### config.mk
export PLATFORM = sky130hd
export DESIGN_NAME = buffer_occupancy_counter
export DESIGN_NICKNAME = d
export VERILOG_FILES = /design/src/rtl/buffer_occupancy_counter_pkg.sv /design/src/rtl/buffer_occupancy_counter_arith.sv /design/src/rtl/buffer_occupancy_counter.sv
export SDC_FILE = /design/constraint.sdc
export NUM_CORES = 1
export LEC_CHECK = 0
export CAP_MARGIN = 20
export CELL_PAD_IN_SITES_DETAIL_PLACEMENT = 1
export CELL_PAD_IN_SITES_GLOBAL_PLACEMENT = 1
export CORE_UTILIZATION = 34
export CTS_BUF_LIST = sky130_fd_sc_hd__clkbuf_2 sky130_fd_sc_hd__clkbuf_4 sky130_fd_sc_hd__clkbuf_8
export CTS_CLUSTER_SIZE = 20
export DETAILED_ROUTE_END_ITERATION = 12
export PLACE_DENSITY = 0.9
export SYNTH_ARGS = -nofsm -noshare
export SYNTH_HDL_FRONTEND = slang
export SYNTH_SLANG_ARGS = --single-unit
### constraint.sdc
create_clock -name clk -period 12.87 [get_ports clk]
set_clock_uncertainty 0.15 [all_clocks]
set_input_delay 1.9305 -clock clk [delete_from_list [all_inputs] [get_ports clk]]
set_output_delay 1.9305 -clock clk [all_outputs]
set_load 0.01 [all_outputs]
### src/rtl/buffer_occupancy_counter_pkg.sv
// Shared helpers for the pipeline-stage slot counters.
// Arithmetic is done at a fixed 32-bit width so callers of any count width can share it.
package proc_counters_pkg;

  typedef logic [31:0] count_t;

  localparam int ERR_OVERRUN        = 0;
  localparam int ERR_KILL_UNDERFLOW = 1;

  function automatic count_t min_count(input count_t a, input count_t b);
    return (a < b) ? a : b;
  endfunction

  function automatic count_t sat_sub(input count_t a, input count_t b);
    return (a > b) ? (a - b) : '0;
  endfunction

endpackage

### src/rtl/buffer_occupancy_counter_arith.sv
// Combinational handshake arithmetic for one buffer stage: survivors after kill,
// the downstream offer and transfer, and the upstream transfer.
module buffer_count_arith
  import proc_counters_pkg::*;
#(
  parameter int W              = 8,
  parameter int MAX_OUT        = 4,
  parameter int ALL_OR_NOTHING = 0
) (
  input  logic [W-1:0] full,
  input  logic [W-1:0] kill,
  input  logic         killAll,
  input  logic         lockSend,
  input  logic [W-1:0] nextAccepting,
  input  logic [W-1:0] prevSending,
  input  logic [W-1:0] canAccept,
  output logic [W-1:0] living,
  output logic [W-1:0] wantSend,
  output logic [W-1:0] sending,
  output logic [W-1:0] afterSending,
  output logic [W-1:0] accepting,
  output logic         killUnderflow,
  output logic         overrun
);

  // Kill removes the youngest entries first; sends come only from the survivors.
  assign living   = killAll ? '0 : W'(sat_sub(32'(full), 32'(kill)));
  assign wantSend = lockSend ? '0 : W'(min_count(32'(MAX_OUT), 32'(living)));

  assign sending = (ALL_OR_NOTHING != 0)
                   ? ((nextAccepting >= wantSend) ? wantSend : '0)
                   : W'(min_count(32'(nextAccepting), 32'(wantSend)));

  assign afterSending = living - sending;

  // Entries offered beyond canAccept are dropped and flagged, never counted.
  assign accepting = killAll ? '0 : W'(min_count(32'(prevSending), 32'(canAccept)));

  assign killUnderflow = !killAll && (kill > full);
  assign overrun       = !killAll && (prevSending > canAccept);

endmodule

### src/rtl/buffer_occupancy_counter.sv
// Registered occupancy counter for one pipeline buffer stage, with sticky
// protocol-error flags and a conservative upstream offer based on stored occupancy.
module buffer_occupancy_counter
  import proc_counters_pkg::*;
#(
  parameter int W              = 8,
  parameter int CAPACITY       = 16,
  parameter int MAX_IN         = 4,
  parameter int MAX_OUT        = 4,
  parameter int ALL_OR_NOTHING = 0
) (
  input  logic         clk,
  input  logic         reset_n,
  input  logic         lock_accept,
  input  logic         lock_send,
  input  logic         kill_all,
  input  logic [W-1:0] kill,
  input  logic [W-1:0] next_accepting,
  input  logic [W-1:0] prev_sending,
  output logic [W-1:0] full,
  output logic [W-1:0] living,
  output logic [W-1:0] want_send,
  output logic [W-1:0] can_accept,
  output logic [W-1:0] sending,
  output logic [W-1:0] accepting,
  output logic [W-1:0] after_sending,
  output logic         is_empty,
  output logic         is_full,
  output logic [1:0]   err
);

  localparam logic [W-1:0] CAP = W'(CAPACITY);

  if (CAPACITY >= 2**W || MAX_IN > CAPACITY || MAX_OUT > CAPACITY) begin : gBadParams
    $error("buffer_occupancy_counter: illegal parameter combination");
  end

  logic [W-1:0] fullQ;
  logic [1:0]   errQ;
  logic         killUnderflow;
  logic         overrun;

  // Only the stored occupancy feeds the upstream offer, so next_accepting never
  // reaches the previous stage combinationally.
  assign can_accept = lock_accept ? '0
                      : W'(min_count(32'(MAX_IN), sat_sub(32'(CAP), 32'(fullQ))));

  buffer_count_arith #(
    .W             (W),
    .MAX_OUT       (MAX_OUT),
    .ALL_OR_NOTHING(ALL_OR_NOTHING)
  ) arith (
    .full         (fullQ),
    .kill         (kill),
    .killAll      (kill_all),
    .lockSend     (lock_send),
    .nextAccepting(next_accepting),
    .prevSending  (prev_sending),
    .canAccept    (can_accept),
    .living       (living),
    .wantSend     (want_send),
    .sending      (sending),
    .afterSending (after_sending),
    .accepting    (accepting),
    .killUnderflow(killUnderflow),
    .overrun      (overrun)
  );

  always_ff @(posedge clk or negedge reset_n) begin
    if (!reset_n) begin
      fullQ <= '0;
      errQ  <= '0;
    end else begin
      fullQ                    <= after_sending + accepting;
      errQ[ERR_OVERRUN]        <= errQ[ERR_OVERRUN] | overrun;
      errQ[ERR_KILL_UNDERFLOW] <= errQ[ERR_KILL_UNDERFLOW] | killUnderflow;
    end
  end

  assign full     = fullQ;
  assign err      = errQ;
  assign is_empty = (fullQ == '0);
  assign is_full  = (fullQ == CAP);

  occupancyBound: assert property (@(posedge clk) disable iff (!reset_n)
    ({1'b0, after_sending} + {1'b0, accepting}) <= {1'b0, CAP});

endmodule

==> results.md <==
| Group | Parameter | This run |
| --- | --- | --- |
| outcome | Outcome | finished, final reports clean |
| synth | Most instantiated flip-flop cell in the synthesis netlist | dfrtp_1 |
| setup path | Kind of critical path | primary input to output port |
| clocking | Buffer levels on the longest clock path | 2 |
| placement | Pre-CTS setup slack | 2.92 ns |
| floorplan | Vertical die dimension | 81.3 µm |
| grt | Number of global-route vias before repair | 2359 |
| sta | Maximum operating frequency | 100 MHz |
| placement | Total instance count after detailed placement | 422 |
| setup path | Max stage delay cell, worst path | clkdlybuf4s50_1 |
| detailed routing | Final wirelength | 6.75 mm |
| detailed routing | DRC marker count from the first detailed-route iteration | 43 |
| grt | Number of antenna violations at the first check in global routing | 0 |
| synth | Sequential element share of the synthesized area | 11.7% |
| power | Power per cell area | 218 nW/µm² |
| detailed routing | Number of iterations in the first detailed-routing pass | 4 |
| clocking | Clock Sink Count | 10 |
| clocking | Number of instances resized during post-cts repair | 0 |
| detailed routing | Count of nets left with antenna violations after detail routing | 0 |
| power | Power after layout | 659 µW |
| setup path | Worst path bufs/invs | 3 |
| synth | Area of the mapped netlist | 2140 µm² |
| clocking | TritonCTS clock tree | yes |
| finish | Net total in the final layout | 423 |
| synth | Cell type with the highest aggregate area in the netlist | ha_1 |
| clocking | Number of hold buffers added after cts | 0 |
| sta | Rel. slew slack | 59.8% |
| placement | Weighted congestion reported at the end of routability-driven placement | 0.891 |
| sta | Post-layout worst setup margin | 2.89 ns |
| synth | Number of instances in the synthesized netlist | 264 |
| finish | Ratio of cells with drive above 1 in the final layout | 5.14% |
| floorplan | Top Ports | 89 |
| synth | Fraction of synthesized cell area taken by the top area cell type | 22.8% |
| power | Worst IR drop on VDD | 238 µV |
| detailed routing | Post-DR wirelength/cell | 15.9 µm |
| setup path | Kind of cell adding the most delay to the critical path | compound AO/OA/AOI/OAI gates |
| job | Reported max-cap violation count | 0 |
| detailed routing | Remaining DRCs | 0 |
| worst hold path | Class of the worst hold path | flip-flop to flip-flop |
| synth | Most common cell in the synthesized netlist | ha_1 |
| grt | GRT overflow | 0 |
| synth | Avg Inst Size Synth | 8.10 µm² |
| setup path | Data required, critical path | 10.79 ns |
| grt | Maximum number of pins on one net before global-route repair | 11 |
| synth | Register bit count reported by yosys | 10 |
| setup path | Cell-by-cell listing of the critical path | clkdlybuf4s50_1 > ha_1 > fa_1 > nand2b_1 > a211oi_2 > o41a_2 > and3b_1 > nand4_1 > or2_1 > ha_1 > nand3_1 > a21oi_1 > nand2b_1 > nand2_1 > o32ai_1 > ha_1 > inv_1 > fa_1 > a21o_1 > a21oi_1 > o21bai_1 > a21oi_1 > xnor2_1 > clkdlybuf4s50_1 |
| floorplan | Cell Rows | 28 |
| setup path | Max stage delay on crit path | 0.60 ns |
| setup path | Setup slack of the most critical reg-to-reg path | 5.98 ns |
| detailed routing | Total via count after detailed routing | 2177 |
| placement | Quantity of I/O buffers inserted on ports | 78 |
| power | Leakage | 1.43 nW |
| sta | Final period demand of the worst path | 9.98 ns |
| sta | Final cycle utilization of the critical path | 77.5% |
| synth | Most area-consuming cells after synthesis | ha_1, dfrtp_1, a21oi_1, inv_1, nor2_1 |
| sta | Max Slew Vio Count | 0 |
| setup path | Critical path arrival | 7.90 ns |
| sta | Setup repair after global routing missed its margin | false |
| clocking | Clk slew on worst S/H paths | 0.05 ns |
| sta | Number of hold violations in the final report | 0 |
| clocking | Clock tree root buffer cell | clkbuf_8 |
| setup path | Maximum fanout encountered on the critical timing path | 6 |
| finish | Final non-filler cell total | 425 |
| finish | Fillcell total | 712 |
| synth | Number of flops mapped to enable cells by yosys | 0 |
| clocking | Setup Fix Bufs, Post-CTS | 0 |
| sta | Setup tns final | 0 ns |
| sta | Actual transition at the worst max-transition pin | 0.599 ns |
| sta | Total of endpoints with negative setup slack in the final report | 0 |
| synth | Count of unique library cells instantiated by Yosys | 57 |
| grt | Global Route Usage Sum | 21.0% |
| clocking | H-tree depth | 1 |
| floorplan | Die Outline Area | 6610 µm² |
| floorplan | Die X | 81.3 µm |
| synth | Count of yosys warnings during synthesis | 0 |
| placement | Placed wire-length estimate after detailed placement | 5.85 mm |
| synth | Post-synth top cells | ha_1, inv_1, nor2_1 |
| finish | Synthesis-to-finish area growth | 41.3% |
| grt | Wire length of the first global-routing pass | 10.8 mm |
| setup path | Kind of start point of the critical path | primary input |
| clocking | Clock latency at the later pin of the worst-skew pair | 0.24 ns |
| setup path | Crit path capture type | output port |
| detailed routing | Detailed-route vias per instance | 5.12 |
| floorplan | Floorplan core area | 5990 µm² |
| floorplan | Starting Density | 35.7% |
| finish | Antenna diodes | 0 |
| synth | Synth async-reset ratio | 100% |
| clocking | CTS Buf Count | 3 |
==> power by group <==
part	internal, mW	total, mW	switching [mW]
Combinational	0.266	0.558	0.292
Clock	0.0205	0.0334	0.0129
Sequential	0.0474	0.0676	0.0203
==> metal layers <==
metal / GRT usage (%) / wire length, µm
met3: 2.47 / 262
met5: 0 / 0
met2: 39.3 / 3410
met1: 24.9 / 2980
met4: 5.36 / 97
==> cell usage in the layout, fill, tap and decap left out, types with 10 or more instances in the layout <==
| cell | Yosys | layout |
|---|---|---|
| clkdlybuf4s50_1 | 0 | 78 |
| conb_1 | 2 | 20 |
| dfrtp_1 | 10 | 10 |
| nand2b_1 | 11 | 11 |
| a21oi_1 | 22 | 22 |
| a21o_1 | 11 | 11 |
| nor2_1 | 26 | 26 |
| nand2_1 | 11 | 11 |
| xnor2_1 | 11 | 11 |
| ha_1 | 39 | 39 |
| inv_1 | 27 | 27 |
==> registers in the layout, summed over array words and instances, names as in the netlist <==
signal and cells:
err 2, full 8
==> metrics by stage <==
| stage | util, % | area, µm² | hold slack, ns |
|---|---|---|---|
| detailed placement | 49.7 | 2980 | 0.296 |
| CTS | 50.4 | 3020 | 0.315 |
| floorplan | - | 2210 | 0.343 |
| finish | 50.4 | 3020 | 0.316 |
| global route | 50.4 | 3020 | 0.327 |
| global placement | 49.7 | 2980 | 0.298 |
==> final timing paths <==
path                       startpoint          endpoint  cells past startpoint
min in group asynchronous     reset_n            err[0]                      1
max                           kill[0]  after_sending[6]                     24
max in group asynchronous     reset_n           full[3]                      1
min                            err[0]            err[0]                      1
max reg2reg                   full[0]           full[7]                     28
min reg2reg                    err[0]            err[0]                      1
==> worst reg2reg max path: cells and delay by family (launching register included) <==
| kind | cells | cell delay, ns |
|---|---|---|
| DFF | 1 | 0.37 |
| adders and majority gates | 6 | 1.86 |
| and+or+nand+nor | 7 | 1.44 |
| AOI/OAI and AO/OA | 10 | 1.98 |
| buffers and inverters | 2 | 0.17 |
| xor gates and xnor gates | 3 | 0.79 |
==> layout make-up <==
class,instances,area (µm²),share of cell area [%]
Multi-Input combinational cell,232,1750,58.0
Tap cell,75,93.8,3.11
Inverter,27,101,3.36
Sequential cell,10,250,8.28
Timing Repair Buffer,78,781,25.8
Clock buffer,3,41.3,1.37
==> logic make-up (layout without fill, tap and decap cells) <==
| logic type | Yosys count | in the layout | synth area share [%] |
|---|---|---|---|
| flops | 10 | 10 | 11.7 |
| compound gates | 68 | 68 | 22.8 |
| simple gates | 79 | 79 | 19.5 |
| buf+inv | 40 | 108 | 9.48 |
| xor+xnor | 20 | 20 | 9.19 |
| mux | 3 | 3 | 1.40 |
| other cells | 2 | 20 | 0.351 |
| fa+ha+maj | 42 | 42 | 25.6 |
No activity file was read; power rests on OpenSTA's default activity.
